==> src/rtl/instruction_memory_sync.sv <==
// instruction_memory_sync: word-organised instruction store with a fixed
// number of read wait states, a valid/fault response and a load port.
//
// Parameters:
//   ADDR_W      byte-address width
//   DATA_W      instruction word width (multiple of 8)
//   DEPTH       number of words stored
//   WAIT_CYCLES extra read wait states (0..15)
//
// Ports:
//   CLK      clock, all state updates on its rising edge
//   Reset    synchronous active-high reset
//   req      fetch request, taken on an edge where ready=1
//   Address  fetch byte address
//   ready    high while a request can be accepted
//   valid    one-cycle pulse, Data/fault are the fetch result
//   Data     fetched word, held between pulses, 0 on fault
//   fault    qualifies valid: misaligned or out-of-range fetch
//   wr_en    program-load write strobe, honoured in any state
//   wr_addr  load byte address
//   wr_data  load word
//
// Build option IMEM_PREFETCH_EN: after every non-faulting fetch of A the
// word at A+DATA_W/8 is read into a one-entry buffer with the same wait
// timing; a request hitting that buffer completes one cycle after accept.

module instruction_memory_sync #(
  parameter int ADDR_W      = 64,
  parameter int DATA_W      = 32,
  parameter int DEPTH       = 64,
  parameter int WAIT_CYCLES = 2
) (
  input  logic              CLK,
  input  logic              Reset,
  input  logic              req,
  input  logic [ADDR_W-1:0] Address,
  output logic              ready,
  output logic              valid,
  output logic [DATA_W-1:0] Data,
  output logic              fault,
  input  logic              wr_en,
  input  logic [ADDR_W-1:0] wr_addr,
  input  logic [DATA_W-1:0] wr_data
);

  localparam int BYTES = DATA_W / 8;
  localparam int OFF   = (BYTES > 1) ? $clog2(BYTES) : 0;
  localparam int IDX_W = (DEPTH > 1) ? $clog2(DEPTH) : 1;

  localparam logic [ADDR_W-1:0] LOW_MASK = ADDR_W'(BYTES - 1);
  localparam logic [ADDR_W-1:0] DEPTH_A  = ADDR_W'(DEPTH);
  localparam logic [ADDR_W-1:0] STEP     = ADDR_W'(BYTES);
  localparam logic [3:0]        WAIT_N   = 4'(WAIT_CYCLES);

  typedef enum logic [1:0] {
    IDLE,
    WAIT,
    RESP
  } state_t;

  // Aligned to a word and inside the array.
  function automatic logic addr_ok(input logic [ADDR_W-1:0] a);
    return ((a & LOW_MASK) == '0) && ((a >> OFF) < DEPTH_A);
  endfunction

  function automatic logic [IDX_W-1:0] widx(input logic [ADDR_W-1:0] a);
    return IDX_W'(a >> OFF);
  endfunction

  logic [DATA_W-1:0] mem [DEPTH];

  state_t            state;
  state_t            state_d;
  logic [3:0]        cnt;
  logic [3:0]        cnt_d;
  logic [ADDR_W-1:0] addr_q;

  logic              accept;
  logic              capture;
  logic              hit;
  logic              pf_busy;
  logic              rd_ok;
  logic [IDX_W-1:0]  rd_idx;

  assign rd_ok  = addr_ok(addr_q);
  assign rd_idx = widx(addr_q);

  assign ready  = (state == IDLE) && !pf_busy;
  assign accept = req && ready;

  // Program load: any edge, any state, including reset edges.
  // Bad addresses are dropped rather than aliased onto a real word.
  always_ff @(posedge CLK) begin
    if (wr_en && addr_ok(wr_addr)) begin
      mem[widx(wr_addr)] <= wr_data;
    end
  end

  always_comb begin
    state_d = state;
    cnt_d   = cnt;
    capture = 1'b0;
    unique case (state)
      IDLE: begin
        if (accept) begin
          state_d = WAIT;
          cnt_d   = hit ? 4'd0 : WAIT_N;
        end
      end
      WAIT: begin
        if (cnt == 4'd0) begin
          state_d = RESP;
          capture = 1'b1;
        end else begin
          cnt_d = cnt - 4'd1;
        end
      end
      RESP: begin
        state_d = IDLE;
      end
      default: begin
        state_d = IDLE;
        cnt_d   = 4'd0;
      end
    endcase
    if (Reset) begin
      state_d = IDLE;
      cnt_d   = 4'd0;
      capture = 1'b0;
    end
  end

`ifdef IMEM_PREFETCH_EN

  logic              pf_ok;
  logic [IDX_W-1:0]  pf_idx;
  logic [3:0]        pf_cnt;
  logic [ADDR_W-1:0] pf_addr;
  logic              buf_v;
  logic [ADDR_W-1:0] buf_tag;
  logic [DATA_W-1:0] buf_data;
  logic              hit_q;
  logic              last_ok;

  assign pf_ok  = addr_ok(pf_addr);
  assign pf_idx = widx(pf_addr);

  // A write in the same edge could make the buffered word stale.
  assign hit = buf_v && (Address == buf_tag) && !wr_en;

  always_ff @(posedge CLK) begin
    if (Reset) begin
      pf_busy <= 1'b0;
      pf_cnt  <= 4'd0;
      pf_addr <= '0;
      buf_v   <= 1'b0;
      hit_q   <= 1'b0;
      last_ok <= 1'b0;
    end else begin
      if (accept) begin
        hit_q <= hit;
      end else if (capture) begin
        hit_q <= 1'b0;
      end
      if (capture) begin
        last_ok <= rd_ok;
      end
      if (pf_busy) begin
        if (wr_en) begin
          pf_busy <= 1'b0;
        end else if (pf_cnt == 4'd0) begin
          pf_busy  <= 1'b0;
          buf_v    <= pf_ok;
          buf_tag  <= pf_addr;
          buf_data <= pf_ok ? mem[pf_idx] : '0;
        end else begin
          pf_cnt <= pf_cnt - 4'd1;
        end
      end else if ((state == RESP) && last_ok && !wr_en) begin
        pf_busy <= 1'b1;
        pf_cnt  <= WAIT_N;
        pf_addr <= addr_q + STEP;
      end
      if (wr_en || (capture && !rd_ok)) begin
        buf_v <= 1'b0;
      end
    end
  end

`else

  assign hit     = 1'b0;
  assign pf_busy = 1'b0;

`endif

  always_ff @(posedge CLK) begin
    if (Reset) begin
      state  <= IDLE;
      cnt    <= 4'd0;
      addr_q <= '0;
      valid  <= 1'b0;
      fault  <= 1'b0;
      Data   <= '0;
    end else begin
      state <= state_d;
      cnt   <= cnt_d;
      valid <= capture;
      if (accept) begin
        addr_q <= Address;
      end
      // The array read sits on the WAIT->RESP edge; a same-edge load
      // of this word lands after it, so the old word is returned.
      if (capture) begin
        fault <= !rd_ok;
`ifdef IMEM_PREFETCH_EN
        Data <= !rd_ok ? '0 : (hit_q ? buf_data : mem[rd_idx]);
`else
        Data <= rd_ok ? mem[rd_idx] : '0;
`endif
      end else if (state == RESP) begin
        fault <= 1'b0;
      end
    end
  end

endmodule

==> config.mk <==
export PLATFORM = sky130hd
export DESIGN_NAME = instruction_memory_sync
export DESIGN_NICKNAME = d
export VERILOG_FILES = /design/src/rtl/instruction_memory_sync.sv
export SDC_FILE = /design/constraint.sdc
export NUM_CORES = 2
export LEC_CHECK = 0
export ABC_AREA = 1
export BUFFER_PORTS_ARGS = -buffer_cell sky130_fd_sc_hd__clkbuf_2
export CAP_MARGIN = 20
export CELL_PAD_IN_SITES_DETAIL_PLACEMENT = 1
export CELL_PAD_IN_SITES_GLOBAL_PLACEMENT = 2
export CORE_MARGIN = 2
export CORE_UTILIZATION = 30
export CTS_CLUSTER_SIZE = 12
export DETAILED_ROUTE_END_ITERATION = 10
export PLACE_DENSITY = 0.64
export RECOVER_POWER = 25
export SETUP_SLACK_MARGIN = 0.15
export SYNTH_ARGS = -nofsm -noshare
export SYNTH_HDL_FRONTEND = slang
export SYNTH_SLANG_ARGS = --single-unit
==> constraint.sdc <==
create_clock -name CLK -period 9.65 [get_ports CLK]
set_clock_uncertainty 0.15 [all_clocks]
set_input_delay 0.4825 -clock CLK [delete_from_list [all_inputs] [get_ports CLK]]
set_output_delay 0.4825 -clock CLK [all_outputs]
set_load 0.02 [all_outputs]
[Word level (Yosys, flattened, before mapping)]
Memories as Yosys holds them, arrays and structs flattened. A register that Yosys moved wholly into a read port is not among the register bits.
Cells that the tools add are included.
Word-level totals
  word-level logic and storage cells: 44
  bits in latches: 0
  bits in registers: 104
  input port bits: 164
  bits in writable memories: 2048
  memories kept: 1
  memory bits (read-only): 0
Operators by class
  mux-type cells: 16
  magnitude comparators: 2
  shift operators: 0
  reduce and logical (&&, ||, !) cells: 12
  bitwise gates (word level): 1
  $add $sub $neg: 1
  multiply operators: 0
  eq/ne operators: 5
  div/mod/pow operators: 0
Memories
  mem: words 64, bits a word 32, rd ports 1, clocked after memory_dff 1, write ports 1, RTL line 70  | logic [DATA_W-1:0] mem [DEPTH];
Operator list (number)
  64-bit zero test: 2
  62-bit by 7-bit < comparator with 1-bit output, second input constant: 2
  32-bit 2-to-1 mux: 1
  6-bit 2-to-1 mux: 2
  4-bit case mux with 3 select lines: 1
  4-bit 2-to-1 mux: 2
  1-bit 2-to-1 mux: 7
  1-bit logical AND: 4
  4-bit zero test: 1
  2-bit 2-to-1 mux: 2
  2-bit != test, second input constant: 2
  2-bit case mux with 2 select lines: 1
  4-bit by 1-bit subtractor with 4-bit output, second input constant: 1
  3-bit AND reduction: 1
  2-bit by 1-bit equality test with 1-bit output, second input constant: 1
  2-bit equality test, second input constant: 1
  2-bit zero test: 1
  2-bit by 1-bit != test with 1-bit output, second input constant: 1
  2-bit AND reduction: 1
  2-bit nonzero test: 1
  1-bit zero test: 1
  1-bit NOT: 1

[Logic depth before layout (Yosys ltp)]
  depth after elaboration: 5
  mapped depth: 13
  gate-level depth less buffers: 10

[Least setup slack after synthesis]
OpenSTA, ideal clock, no wires.
  path kind: input-to-reg
  start: input port wr_addr[15]
  end: memory mem[11][0] (enable)
  path buffers: 0
  data arrival time: 3206 ps
  data required time: 9079 ps
  path slack: 5872 ps
  cell stages on the path: 5
  path through: nor2_1 -> nand4_1 -> nor4_4 -> nand4_2 -> nor2_1
On the way
  longest elaborated chain between the ends: 5
Ends and longest elaborated chain
  from (decl): RTL line 42  | input logic [ADDR_W-1:0] wr_addr,
  62-bit by 7-bit < comparator with 1-bit output: RTL line 63  | return ((a & LOW_MASK) == '0) && ((a >> OFF) < DEPTH_A);
  1-bit logical AND: RTL line 63
  1-bit logical AND: RTL line 94  | if (wr_en && addr_ok(wr_addr)) begin
  1-bit 2-to-1 mux: RTL line 94
  1-bit 2-to-1 mux (not written as such): RTL line 95  | mem[widx(wr_addr)] <= wr_data;
  to (decl): RTL line 70
Every way passes these cells.

==> flow_summary_export.csv <==
group,metric,value,unit
run_status,status,"complete, but fails checks",
run_status,violations,"capacitance limit, slew limit",
routing,drt_iter0_drc,4785,
routing,firstDrtPassIters,5,
placement,dp.cells,11200,
global_route,met3_usage,2.36,%
synthesis,ys_warn_count,0,
run,max-cap-violations,27,
clock_network,cts-resized-gates,0,
final_layout,layout-drive-gt1-share,9.62,%
die,die-area,294000,um2
global_route,met2_usage,35.0,%
global_route,grt_pass1_vias,62200,
routing,wl_per_cell,25.6,um
global_route,grt_max_degree,183,
clock_network,cts_setup_buffers,0,
pwr,p_leak,35.9,nW
die,io_pins,199,
pwr,seqPwrFrac,50.6,%
sta,max_slew_margin,-136,%
sta,rsz0062_at_grt,"no",
sta,period_needed,5130,ps
clock_network,cts_sinks,2158,
pwr,p_total,20.4,mW
final_layout,final_cell_mix,"nand2_1, edfxtp_1, nand3_1",
sta,fin_ws,4520,ps
worst_hold_path,hold_class,"input port to flop",
sta,drv_slew,1757,
final_layout,nNetsFinal,7947,
pwr,combinationalPowerShare,7.8,%
routing,final_antenna_net_count,0,
global_route,busiest_layer,"met2",
synthesis,synth-seq-cells,2158,
synthesis,synth_area,87000,um2
global_route,use_met1,26.7,%
routing,vias,59500,
clock_network,cts_buffers,240,
die,num_rows,197,
worst_setup_path,start_kind,"flop",
sta,setup-tns-final,0,ps
die,core_area,288000,um2
pwr,clkPwrFrac,41.5,%
sta,timing.fmax,195,MHz
routing,vias_per_cell,5.06,
worst_setup_path,path_class,"flop to flop",
pwr,p_int,15.4,mW
routing,drt_wl_total,301000,um
worst_setup_path,critical_path_arrival,5780,ps
global_route,grt_remaining_overflow,0,
placement,portBuffers,198,
final_layout,final_common_cell,"nand2_1",
routing,remaining_drc_errors,0,
global_route,antenna_found_initial,12,
worst_hold_path,hold_start,"wr_data[0]",
synthesis,synth_cell_type_count,25,
placement,place_congestion,0.768,
sta,finalHoldViolations,0,
sta,setup_viol_count_final,0,
synthesis,synth_area_per_cell,11.5,um2
sta,worst_slew_pin_slew,3540,ps
final_layout,area_growth_syn_to_layout,15.6,%
die,die_w,543,um
pwr,switching_share,24.5,%
final_layout,num-fill-cells,31200,
synthesis,ys_seq_area_share,73.2,%
clock_network,cts_tree,"built",
clock_network,clk_pin_slew,60,ps
sta,fin_crit_sh,53.2,%
worst_setup_path,worst_setup_path_end_kind,"flop",
placement,place_hpwl,151000,um
worst_setup_path,cp.required,10300,ps
global_route,grt_usage,20.2,%
clock_network,clockBufferDepth,4,
synthesis,postSynthCellCount,7559,
placement,post-place-ws,4520,ps
worst_setup_path,cp_max_fo,118,
final_layout,fin_cells,11800,
clock_network,htreeDepth,4,
clock_network,clk_root_buffer_cell,"clkbuf_16",
die,die_y,543,um
die,start_util,30.2,%
global_route,grt_pass1_wl,437000,um
pwr,powerDensity,203,nW/um2
clock_network,clk_latency,910,ps
synthesis,syn-num-nets,7725,
pwr,irDropWorstVdd,0.141,mV
pwr,p_switching,4.99,mW
-- power by group through the flow --
stage	Sequential, mW	Clock (mW)	Combinational (mW)
after floorplan	10.5	0	0.883
after global placement	10.5	0	1.56
after detailed placement	10.5	0	1.58
final	10.3	8.47	1.60
after global routing	10.3	8.99	1.77
after CTS	10.3	8.67	1.62
-- sequential cells by signal (all words and copies together) (netlist names), named ones only --
name	cells
fault	1
addr_q	64
valid	1
Data	32
mem	2048
state	2
cnt	4
-- per-stage QoR --
step	hold WS, ps	util [%]	instance area, um2
6_report	197	34.9	101000
5_1_grt	196	34.9	101000
4_1_cts	47.8	34.9	101000
3_5_place_dp	301	32.1	92700
3_3_place_gp	295	32.1	92700
2_1_floorplan	295	-	87000
-- synth_stat cells --
cell type / instances / area, um2
nand2_1: 2346 / 8810
edfxtp_1: 2048 / 61500
nand3_1: 1942 / 9720
inv_1: 312 / 1170
clkbuf_1: 295 / 1110
nor2_1: 135 / 507
buf_2: 111 / 556
dfxtp_1: 110 / 2200
a21oi_1: 101 / 505
buf_1: 69 / 259
or2_2: 50 / 313
nand4_1: 10 / 62.6
nand4_4: 5 / 106
nand4_2: 4 / 50.1
inv_2: 3 / 11.3
nor3_1: 3 / 15.0
o21ai_0: 3 / 15.0
a211oi_1: 2 / 15.0
ha_1: 2 / 25.0
nor2_2: 2 / 12.5
nor4_4: 2 / 42.5
and3_1: 1 / 6.26
nand3b_1: 1 / 7.51
o21bai_1: 1 / 7.51
xor2_1: 1 / 8.76
-- final timing paths --
kind | end | slack, ps | depth (start not counted)
worst min register to register | flop | 310 | 2
worst max-delay path | Data[4]$_SDFFE_PP0P_ | 4520 | 12
worst max register to register | Data[4]$_SDFFE_PP0P_ | 4520 | 12
worst min-delay path | mem[45][0]$_DFFE_PP_ | 200 | 2
-- kinds of logic after synthesis --
kind of cell               after synthesis  synth area share [%]
AOI/OAI and AO/OA                      107                 0.624
DFF                                   2158                  73.2
xor gates and xnor gates                 1                0.0101
buffers and inverters                  790                  3.57
adders and majority gates                2                0.0287
and+or+nand+nor                       4501                  22.6
-- worst max-delay path, stage by stage (launching register included) --
cell and delay, ps:
dfxtp_4 590, inv_8 390, buf_16 490, buf_4 800, buf_4 870, nand2_1 110, nand3_1 120, nand3_1 90
nand3_1 140, nand3_1 250, nand3_1 390, nand3_1 120, a21oi_1 160
-- timing repair --
item                                   in CTS  in global routing
setup endpoints to repair                   0                  0
hold buffers                               97                  0
endpoints found under the hold margin      73                  0
-- cell type report --
type / count / area [um2] / area share, %
inverters: 315 / 1210 / 1.20
multi-input cells: 4611 / 20700 / 20.6
clock buffers: 310 / 6340 / 6.30
well taps: 3781 / 4730 / 4.70
flip-flops and latches: 2158 / 63700 / 63.3
repair buffers: 455 / 3190 / 3.17
diodes: 6 / 15.0 / 0.0149
clock inverters: 117 / 698 / 0.694
-- metal layers --
layer  vias to the layer above  wire length, um
li1                      26800                -
met1                     30900           133000
met2                      1287           147000
met3                       418            13100
met4                         2             7450
met5                         -               13
No activity file was read; power rests on OpenSTA's default activity.
